===== config.mk =====
export PLATFORM = sky130hd
export DESIGN_NAME = mult_operand_bank_flat
export DESIGN_NICKNAME = d
export VERILOG_FILES = /design/src/rtl/mult_operand_bank_if.sv /design/src/rtl/mult_operand_bank.sv /design/src/flat_wrapper.sv
export SDC_FILE = /design/constraint.sdc
export NUM_CORES = 1
export LEC_CHECK = 0
export CELL_PAD_IN_SITES_DETAIL_PLACEMENT = 1
export CELL_PAD_IN_SITES_GLOBAL_PLACEMENT = 2
export CORE_UTILIZATION = 38
export DETAILED_ROUTE_END_ITERATION = 8
export PLACE_DENSITY_LB_ADDON = 0.1
export SLEW_MARGIN = 20
export SYNTH_ARGS = -nofsm -noshare
export SYNTH_HDL_FRONTEND = slang
export SYNTH_SLANG_ARGS = --single-unit

===== constraint.sdc =====
create_clock -name clk -period 2.7 [get_ports clk]
set_input_delay 0.27 -clock clk [delete_from_list [all_inputs] [get_ports clk]]
set_output_delay 0.27 -clock clk [all_outputs]
set_load 0.02 [all_outputs]

===== src/rtl/mult_operand_bank_if.sv =====
// Operand bank bus: loader/consumer side signals of mult_operand_bank.
// The master drives enqueue/consume requests; the slave (the bank) reports
// head operand, occupancy and sticky error flags.
interface mult_operand_bank_if #(
  parameter int unsigned WIDTH = 8,
  parameter int unsigned DEPTH = 4
);
  localparam int unsigned CNT_W = $clog2(DEPTH + 1);

  logic             clear;
  logic [WIDTH-1:0] data_in;
  logic             Write;
  logic             wr_ready;
  logic             Read;
  logic             recycle;
  logic [WIDTH-1:0] out;
  logic             out_valid;
  logic [CNT_W-1:0] count;
  logic             ovf;
  logic             udf;

  modport master (
    output clear, data_in, Write, Read, recycle,
    input  wr_ready, out, out_valid, count, ovf, udf
  );

  modport slave (
    input  clear, data_in, Write, Read, recycle,
    output wr_ready, out, out_valid, count, ovf, udf
  );
endinterface


===== src/rtl/mult_operand_bank.sv =====
// Show-ahead operand FIFO feeding the multiplier. Supports a recycle read that
// re-appends the popped head at the tail, a synchronous flush and sticky
// overflow/underflow flags. All outputs derive from registered state only.
module mult_operand_bank #(
  parameter int unsigned WIDTH = 8,
  parameter int unsigned DEPTH = 4
) (
  input  logic                    clk,
  input  logic                    rst,
  mult_operand_bank_if.slave      bus
);
  localparam int unsigned PTR_W = $clog2(DEPTH);
  localparam int unsigned CNT_W = $clog2(DEPTH + 1);

  logic [WIDTH-1:0] mem [DEPTH];
  logic [PTR_W-1:0] rd_ptr;
  logic [PTR_W-1:0] wr_ptr;
  logic [CNT_W-1:0] count_q;
  logic             ovf_q;
  logic             udf_q;

  logic full;
  logic empty;
  logic rd_acc;
  logic rcy_acc;
  logic plain_rd;
  logic wr_acc;

  // Accept decisions, all taken from pre-edge state.
  always_comb begin
    full     = (count_q == CNT_W'(DEPTH));
    empty    = (count_q == '0);
    rd_acc   = bus.Read & ~empty;
    rcy_acc  = rd_acc & bus.recycle;
    plain_rd = rd_acc & ~bus.recycle;
    // A recycle read owns the tail slot this cycle, so a concurrent write loses.
    wr_acc   = bus.Write & ~full & ~rcy_acc;
  end

  // Operand storage; not reset, and left untouched by clear.
  always_ff @(posedge clk) begin
    if (!bus.clear) begin
      if (rcy_acc)
        mem[wr_ptr] <= mem[rd_ptr];
      else if (wr_acc)
        mem[wr_ptr] <= bus.data_in;
    end
  end

  // Pointers and occupancy.
  always_ff @(posedge clk or posedge rst) begin
    if (rst) begin
      rd_ptr  <= '0;
      wr_ptr  <= '0;
      count_q <= '0;
    end else if (bus.clear) begin
      rd_ptr  <= '0;
      wr_ptr  <= '0;
      count_q <= '0;
    end else begin
      if (rd_acc)
        rd_ptr <= rd_ptr + PTR_W'(1);
      if (wr_acc || rcy_acc)
        wr_ptr <= wr_ptr + PTR_W'(1);
      if (wr_acc && !plain_rd)
        count_q <= count_q + CNT_W'(1);
      else if (plain_rd && !wr_acc)
        count_q <= count_q - CNT_W'(1);
    end
  end

  // Sticky error flags: dropped write and read-while-empty.
  always_ff @(posedge clk or posedge rst) begin
    if (rst) begin
      ovf_q <= 1'b0;
      udf_q <= 1'b0;
    end else if (bus.clear) begin
      ovf_q <= 1'b0;
      udf_q <= 1'b0;
    end else begin
      if (bus.Write && (full || rcy_acc))
        ovf_q <= 1'b1;
      if (bus.Read && empty)
        udf_q <= 1'b1;
    end
  end

  // Registered-state outputs; head reads as zero when empty.
  always_comb begin
    bus.out       = empty ? '0 : mem[rd_ptr];
    bus.out_valid = ~empty;
    bus.wr_ready  = ~full;
    bus.count     = count_q;
    bus.ovf       = ovf_q;
    bus.udf       = udf_q;
  end
endmodule


===== src/flat_wrapper.sv =====
// flat-port wrapper written by rule: the top's interface ports become plain ports
module mult_operand_bank_flat 
#(
  parameter int unsigned WIDTH = 8,
  parameter int unsigned DEPTH = 4
)
  (clk, rst, bus_clear, bus_data_in, bus_Write, bus_Read, bus_recycle, bus_wr_ready, bus_out, bus_out_valid, bus_count, bus_ovf, bus_udf);
  mult_operand_bank_if #(.WIDTH(WIDTH), .DEPTH(DEPTH)) bus_i ();
  input  logic clk;
  input  logic rst;
  input wire logic [$bits(bus_i.clear)-1:0] bus_clear;
  input wire logic [$bits(bus_i.data_in)-1:0] bus_data_in;
  input wire logic [$bits(bus_i.Write)-1:0] bus_Write;
  input wire logic [$bits(bus_i.Read)-1:0] bus_Read;
  input wire logic [$bits(bus_i.recycle)-1:0] bus_recycle;
  output wire logic [$bits(bus_i.wr_ready)-1:0] bus_wr_ready;
  output wire logic [$bits(bus_i.out)-1:0] bus_out;
  output wire logic [$bits(bus_i.out_valid)-1:0] bus_out_valid;
  output wire logic [$bits(bus_i.count)-1:0] bus_count;
  output wire logic [$bits(bus_i.ovf)-1:0] bus_ovf;
  output wire logic [$bits(bus_i.udf)-1:0] bus_udf;
  assign bus_i.clear = bus_clear;
  assign bus_i.data_in = bus_data_in;
  assign bus_i.Write = bus_Write;
  assign bus_i.Read = bus_Read;
  assign bus_i.recycle = bus_recycle;
  assign bus_wr_ready = bus_i.wr_ready;
  assign bus_out = bus_i.out;
  assign bus_out_valid = bus_i.out_valid;
  assign bus_count = bus_i.count;
  assign bus_ovf = bus_i.ovf;
  assign bus_udf = bus_i.udf;
  mult_operand_bank #(.WIDTH(WIDTH), .DEPTH(DEPTH)) u_core (.clk(clk), .rst(rst), .bus(bus_i));
endmodule

==> results, run 1 <==
- The flow ran to the end, and the final reports show no timing, DRC or antenna violations.
- The met2 wire length is 2330 um.
- The layout-stage area growth over the synthesis result is 25.9%.
- Ranked by total cell area, the synthesized netlist is headed by sky130_fd_sc_hd__edfxtp_1 (48%), sky130_fd_sc_hd__dfrtp_1 (11%), sky130_fd_sc_hd__mux4_2 (9.0%).
- For this run, the register share of the synthesized area comes to 0.594.
- The tree is rooted in a sky130_fd_sc_hd__clkbuf_8.
- The via count of the first global-routing pass came to about 1300.
- The fraction of post-synthesis cell area in the top cell type by area is 0.482.
- The largest net degree at the start of global routing is 15.
- Traced cell by cell, the critical path runs through nor3_2 -> inv_1 -> and2_1 -> clkdlybuf4s50_1.
- The total die area is approximately 5500 um2.
- The worst pin sits at a relative slew slack of 0.588.
- Buffers placed on the I/O ports in this run total 28.
- Based on the critical path, the design can be clocked at up to ~0.4 GHz.
- Setup total negative slack on the finished layout was measured at 0 ns.
- STA classifies the critical path startpoint as a flip-flop.
- Leaving out fill and tap cells, the most frequent cells in the layout are sky130_fd_sc_hd__edfxtp_1 (32), sky130_fd_sc_hd__clkdlybuf4s50_1 (28), sky130_fd_sc_hd__and2_1 (12).
- For this design the ratio of total power to cell area is 908 nW/um2.
- Between clock sinks in the finished design, the worst skew comes to roughly 0.0088 ns.
- The TritonCTS clock tree is built.
- The worst setup path is captured at an output pin.
- The post-detailed-route DRC marker count is 0.
- For the worst setup path, the data arrival time is 2.22 ns.
- The most common cell after layout, fill and taps aside is sky130_fd_sc_hd__edfxtp_1.
- Synthesis produced a netlist whose cell count is 135.
- The die is between 70 and 80 um wide.
- After synthesis the netlist holds a flip-flop and latch count of between 40 and 50.
- In this run the number of H-tree levels came out at 2.
- The number of setup violations in the final report is 0.
- The Yosys step of the flow raised 0 warnings.
- The maximum ir drop on the vdd rail is between 0.0003 and 0.0004 V.
- The number of clock buffers added by TritonCTS is 5.
- At the end of routability-driven placement, the weighted congestion stood at 0.788.
- The detailed router finished its first iteration with 60 violations.
- The critical path data required time is about 2.4 ns.
- Dividing the final minimum period by the clock period gives 0.924.
- The cell row count is 26.
- Setup repair after global routing left no endpoint under its margin.
- The routed via count divided by cell count is 4.92.
- For the pin with the worst max-slew slack, the measured transition is approximately 0.62 ns.
- The count of distinct cell types in the synthesized netlist is 33.
- In this run the worst path has a maximum fanout of 11.
- The vertical extent of the die is around 74 um.
- Global routing finished with a remaining overflow of 0.
- The number of diodes added for antenna fixing is 0.
- The floorplan step defined a core boundary enclosing about 5000 um2.
- The routed length on met3 is around 170 um.
- The largest incremental delay on the critical path is ~0.53 ns.
- The via count is roughly 1200.
- The fraction of layout instances using a drive strength above 1 is 0.211.
- The post-synth design cell area is approximately 2000 um2.
- The routed metal-1 wirelength is approximately 1900 um.
- The number of iterations in the first detailed-routing pass is 4.
- The routed wire length per instance is roughly 18 um.
- The clock latency at the later pin of the worst-skew pair is slightly below 0.3 ns.
- After clock tree synthesis, the flow added hold-fix buffers numbering 0.
- At the end of the flow, the number of nets in the layout was about 190.
- The type of the tightest min-delay check is in2async.
- The global-route wire length before repair is about 6900 um.
- No sink is reached through more buffers than the 2 on the longest clock path.
- Max-cap violations in this run came to 0.
- The initial utilization of the core area, before any placement, comes to 0.393.
- The final number of hold-violating endpoints is 0.
- The shortest period the worst path allows is 2.49 ns.
- The post-synthesis area per instance is about 15 um2.
- The analysis attributes to cell leakage a power of 0.952 nW.
- The number of setup buffers added after CTS is 0.
- After clock tree synthesis, the clock-pin slew on the worst setup and hold paths is 0.08 ns.
- The highest layer touched by signal routing is met4.
- The worst setup path is of the reg2out kind.
- The cell type of the slowest stage on the worst timing path is sky130_fd_sc_hd__clkdlybuf4s50_1.
- The number of antenna violations at the first check in global routing is 0.
- The filler cells instantiated in the layout total roughly 520.
- The max-slew violation count is 0.
- The number of gates resized after CTS was 0.
- Summing internal, switching and leakage power gives roughly 2.3 mW.
- The clock net in this run drives a total of just over 40 sinks.
- The routed design has between 4000 and 5000 um of wire.
- Counting every net in the synthesized netlist gives 154.
- For this run, the total global-route usage over all layers was measured as 0.181.
- The HPWL after detailed placement is between 3000 and 4000 um.
- The count of nets left with antenna violations after detail routing is 0.
- The I/O pin count is 29.
- The leading area contributor after synthesis is sky130_fd_sc_hd__edfxtp_1.
==> area by class of cell <==
class / instances / area [um2] / share of cell area
Clock inverter: 3 / 68.8 / 0.0274
Timing Repair Buffer: 34 / 325 / 0.129
Multi-Input combinational cell: 80 / 746 / 0.297
Tap cell: 70 / 87.6 / 0.0349
Sequential cell: 41 / 1190 / 0.472
Inverter: 8 / 30.0 / 0.0120
Clock buffer: 5 / 68.8 / 0.0274
==> worst max-delay path, delay by kind of cell, from the launching register on <==
family / cells / cell delay, ns
flops: 1 / 0.50
simple gates: 2 / 0.61
buf+inv: 2 / 0.82
==> Yosys cell counts <==
library cell and instances:
sky130_fd_sc_hd__a211oi_1 2, sky130_fd_sc_hd__xnor2_1 2, sky130_fd_sc_hd__clkbuf_1 2, sky130_fd_sc_hd__mux4_2 8
sky130_fd_sc_hd__and3_1 2, sky130_fd_sc_hd__o31a_1 1, sky130_fd_sc_hd__nor2b_1 3, sky130_fd_sc_hd__buf_6 1
sky130_fd_sc_hd__a21o_1 1, sky130_fd_sc_hd__inv_1 8, sky130_fd_sc_hd__nor3_2 1, sky130_fd_sc_hd__edfxtp_1 32
sky130_fd_sc_hd__a21oi_1 6, sky130_fd_sc_hd__a22o_1 1, sky130_fd_sc_hd__or3b_4 1, sky130_fd_sc_hd__a211o_2 1
sky130_fd_sc_hd__buf_2 3, sky130_fd_sc_hd__nand2_4 1, sky130_fd_sc_hd__ha_1 4, sky130_fd_sc_hd__xor2_1 1
sky130_fd_sc_hd__o21ai_0 3, sky130_fd_sc_hd__or3_1 1, sky130_fd_sc_hd__or2_2 1, sky130_fd_sc_hd__mux2_4 8
sky130_fd_sc_hd__mux2i_1 3, sky130_fd_sc_hd__nor2_1 10, sky130_fd_sc_hd__mux2_2 1, sky130_fd_sc_hd__o211ai_1 1
sky130_fd_sc_hd__nand2_1 3, sky130_fd_sc_hd__fa_1 1, sky130_fd_sc_hd__dfrtp_1 9, sky130_fd_sc_hd__nand3_1 1
sky130_fd_sc_hd__and2_1 12
==> sequential cells by signal (all words and copies together), names as in the netlist <==
name              count
u_core.bus.udf        1
u_core.mem           32
u_core.bus.ovf        1
u_core.rd_ptr         2
u_core.bus.count      3
u_core.wr_ptr         2
==> power by group <==
part,internal (mW),leakage (nW),switching [mW],total [mW]
Sequential,0.799,0.410,0.0715,0.870
Clock,0.372,0.0687,0.225,0.598
Combinational,0.411,0.473,0.402,0.813
==> metal layers <==
layer	vias to the layer above	global-route usage
li1	562	-
met1	586	0.225
met2	31	0.311
met3	6	0.0420
met4	0	0.0629
met5	-	0
==> through the flow <==
stage	area (um2)	util	setup WS [ns]	cells	hold slack, ns
6_report	2510	0.495	0.206	241	0.248
5_1_grt	2510	0.495	0.107	241	0.279
3_3_place_gp	2370	0.468	0.370	233	0.487
3_5_place_dp	2370	0.468	0.281	233	0.495
4_1_cts	2510	0.495	0.181	241	0.257
2_1_floorplan	2000	-	0.434	135	0.0979
==> cells by family after synthesis <==
kind of cell	after synthesis	synth area share
XOR/XNOR	3	0.0132
flip-flops	41	0.594
buffers and inverters	14	0.0320
AO/OA/AOI/OAI	16	0.0514
AND/OR/NAND/NOR	36	0.103
adder cells (fa/ha/maj)	5	0.0351
multiplexers	20	0.171
==> final timing paths <==
path                                     start                   to  slack (ns)  cells after the start
max                        u_core.bus.count[1]           bus_out[4]        0.21                      4
min                                        rst  u_core.bus.count[1]        0.25                      2
max reg2reg                u_core.bus.count[2]  u_core.bus.count[2]        0.37                      7
min reg2reg                     u_core.bus.ovf       u_core.bus.ovf        0.50                      2
max in group asynchronous                  rst  u_core.bus.count[2]        2.17                      2
min in group clk                u_core.bus.ovf       u_core.bus.ovf        0.50                      2
(Power assumes the default switching activity.)
==> run 2, diff against run 1 <==
--- a/config.mk
+++ b/config.mk
@@ -7,6 +7,7 @@
 export LEC_CHECK = 0
 export CELL_PAD_IN_SITES_DETAIL_PLACEMENT = 1
 export CELL_PAD_IN_SITES_GLOBAL_PLACEMENT = 2
+export CORE_MARGIN = 8
 export CORE_UTILIZATION = 38
 export DETAILED_ROUTE_END_ITERATION = 8
 export PLACE_DENSITY_LB_ADDON = 0.1
==> run 2 against run 1 <==
Compared with the run above: total power is 5.0% lower; register-to-register slack improved by 0.02 ns; non-clock buffer count fell by 1; cell area shrank 1.1%; first-iteration DRC count is 27% lower; sequential power is essentially flat; cell count shrank 0.83%; critical path depth unchanged; combinational power rose by 1%; routed wire length increased by 2.7%; global-route usage shrank 5.2 points; largest cell class unchanged.
==> results, run 2 (synthesized netlist as in run 1, its figures left out) <==
- The critical path buffer and inverter count was 2 (unchanged).
- The largest net degree at the start of global routing is 13 (-2).
- The post-detailed-route DRC marker count is 0 (unchanged).
- The quantity of gates resized following cts is 0 (unchanged).
- The data arrival time at the worst-slack endpoint is 2.23 ns (about the same).
- The global-route wire length before repair was 7490 um (+8.1%).
- In the layout the commonest cells are sky130_fd_sc_hd__edfxtp_1 (32), sky130_fd_sc_hd__clkdlybuf4s50_1 (28), sky130_fd_sc_hd__and2_1 (12).
- The quantity of I/O buffers inserted on ports was 28 (unchanged).
- Setup repair after global routing left no endpoint under its margin.
- The maximum ir drop on the vdd rail is 0.000327 V (-2.9%).
- The relative slew slack came to 0.610 (+0.0227).
- The HPWL after detailed placement is 3290 um (+4.3%).
- The end-of-flow core utilization is 0.489 (-0.00567).
- The sum of negative setup slack was 0 ns (unchanged).
- The clock latency at the later pin of the worst-skew pair came to 0.29 ns (about the same).
- The reg-to-reg setup timing slack is 0.39 ns (+0.02 ns).
- The share of the clock period used by the worst path after layout came to 0.927 (+0.00359).
- The placer congestion estimate came to 0.790 (+0.34%).
- The final number of hold-violating endpoints is 0 (unchanged).
- The total die area is 7830 um2 (+41%).
- The maximum root-to-sink buffer count was 2 (unchanged).
- The fraction of layout instances using a drive strength above 1 is 0.201 (-0.00934).
- The initial cell density of the core is 0.393 (unchanged).
- The leakage dissipation is 0.935 nW (-1.8%).
- The maximum net fanout on the critical path is 11 (unchanged).
- The flip-flop count of the largest register, all copies and words added is 32 (unchanged).
- The critical path data required time is 2.43 ns (about the same).
- The final net count is 188 (-0.53%).
- The type of the tightest min-delay check is in2async.
- The count of nets left with antenna violations after detail routing is 0 (unchanged).
- The slowest stage of the critical path belongs to the cell sky130_fd_sc_hd__clkdlybuf4s50_1.
- The run finished with clean final reports.
- The family with the most delay on the worst path is buffers and inverters.
- The largest incremental delay on the critical path is 0.54 ns (about the same).
- The via count came to 1223 (+3.2%).
- The maximum operating frequency is 0.399 GHz (-0.39%).
- Traced cell by cell, the critical path runs through nor3_2 -> inv_1 -> and2_1 -> clkdlybuf4s50_1.
- The overall fraction of global-route tracks in use is 0.129 (-0.0521).
- The setup clock skew after layout is 0.00692 ns (-0.00189 ns).
- The TritonCTS clock tree is built.
- The tree is rooted in a sky130_fd_sc_hd__clkbuf_8.
- The total congestion overflow is 0 (unchanged).
- The I/O pin count came to 29 (unchanged).
- The quantity of hold-fixing buffers added after cts was 0 (unchanged).
- The routed via count divided by cell count is 5.12 (+4.1%).
- The routed wire length per instance is 19.1 um (+3.6%).
- The number of antenna violations at the first check in global routing is 0 (unchanged).
- The layout-stage area growth over the synthesis result is 24.5%.
- The number of setup violations in the final report is 0 (unchanged).
- The cell row count is 26 (unchanged).
- The via count of the first global-routing pass is 1384 (+5.5%).
- The total clock sinks is 41 (unchanged).
- The transition time at the pin with the least slew margin was 0.585 ns (-0.0340 ns).
- The shortest period the worst path allows came to 2.50 ns (+0.00968 ns).
- The width of the die came to 88.5 um (+19%).
- The post-route total power is 2.17 mW (-5.0%).
- The number of diodes added for antenna fixing is 0 (unchanged).
- The floorplan core area is 5070 um2 (unchanged).
- The number of max-cap violations is 0 (unchanged).
- The type of destination of the critical path is an output pin.
- Counting flops per register, the top entry is u_core.mem.
- The power density over cell area was 872 nW/um2 (-3.9%).
- The max-slew violation count is 0 (unchanged).
- The number of setup buffers added after CTS is 0 (unchanged).
- Leaving out fill and tap cells, the most frequent cell in the layout is sky130_fd_sc_hd__edfxtp_1.
- The setup path with the least slack is of type reg2out.
- The number of iterations in the first detailed-routing pass is 4 (unchanged).
- The wire length reported by the detailed router is 4570 um (+2.7%).
- The clock slew at the register clock pins of the worst setup and hold paths is 0.08 ns (about the same).
- The H-tree depth is 2 (unchanged).
- The kind of start point of the critical path is a flip-flop.
- The number of clock buffers inserted by TritonCTS was 5 (unchanged).
- The DRC violation total after the first TritonRoute iteration is 44 (-27%).
- The vertical extent of the die was 88.5 um (+19%).
run 2: changes by cell type in the layout (fill, tap and decap cells not counted), sizes merged:
| cell | previous run | this run |
|---|---|---|
| bufinv | 2 | 1 |
| clkinv | 0 | 1 |
| buf | 6 | 5 |
| inv | 9 | 8 |
run 2: final timing paths:
kind / start / end / cells past startpoint
setup / recovery: u_core.bus.count[1] / bus_out[6] / 4
hold / removal: rst / u_core.bus.count[0] / 2
setup reg to reg: u_core.bus.count[2] / u_core.bus.count[2] / 7
hold reg to reg: u_core.bus.udf / u_core.bus.udf / 2
max in group asynchronous: rst / u_core.rd_ptr[1] / 2
min in group clk: u_core.bus.udf / u_core.bus.udf / 2
run 2: through the flow:
step	instances	setup slack [ns]	hold slack (ns)	area, um2
after global routing	239	0.0360	0.308	2480
after global placement	232	0.378	0.494	2380
after CTS	239	0.132	0.263	2480
final	239	0.197	0.257	2480
after detailed placement	232	0.306	0.493	2380
after floorplan	135	0.434	0.0979	2000
run 2: routing by layer:
| metal | global-route usage | vias to the layer above | routed length, um |
|---|---|---|---|
| met3 | 0.0390 | 5 | 234 |
| met5 | 0 | - | 0 |
| li1 | - | 558 | - |
| met2 | 0.229 | 30 | 2360 |
| met4 | 0.0369 | 0 | 43 |
| met1 | 0.146 | 630 | 1930 |
run 2: cell type report:
type,instances,area [um2]
repair buffers,33,330
inverters,8,30.0
clock buffers,5,68.8
multi-input cells,80,746
flip-flops and latches,41,1190
well taps,70,87.6
fillers,524,2590
clock inverters,2,35.0
run 2: power by group:
| group | internal, mW | switching [mW] | total (mW) |
|---|---|---|---|
| registers | 0.799 | 0.0687 | 0.868 |
| clock network | 0.269 | 0.209 | 0.477 |
| logic | 0.415 | 0.405 | 0.821 |
run 2: worst reg2reg max path: stages, from the launching register on:
cell	delay (ns)
sky130_fd_sc_hd__dfrtp_1	0.54
sky130_fd_sc_hd__or3b_4	0.46
sky130_fd_sc_hd__nand2_4	0.11
sky130_fd_sc_hd__a21oi_1	0.06
sky130_fd_sc_hd__fa_1	0.38
sky130_fd_sc_hd__and3_1	0.15
sky130_fd_sc_hd__mux2i_1	0.16
sky130_fd_sc_hd__mux2_2	0.35
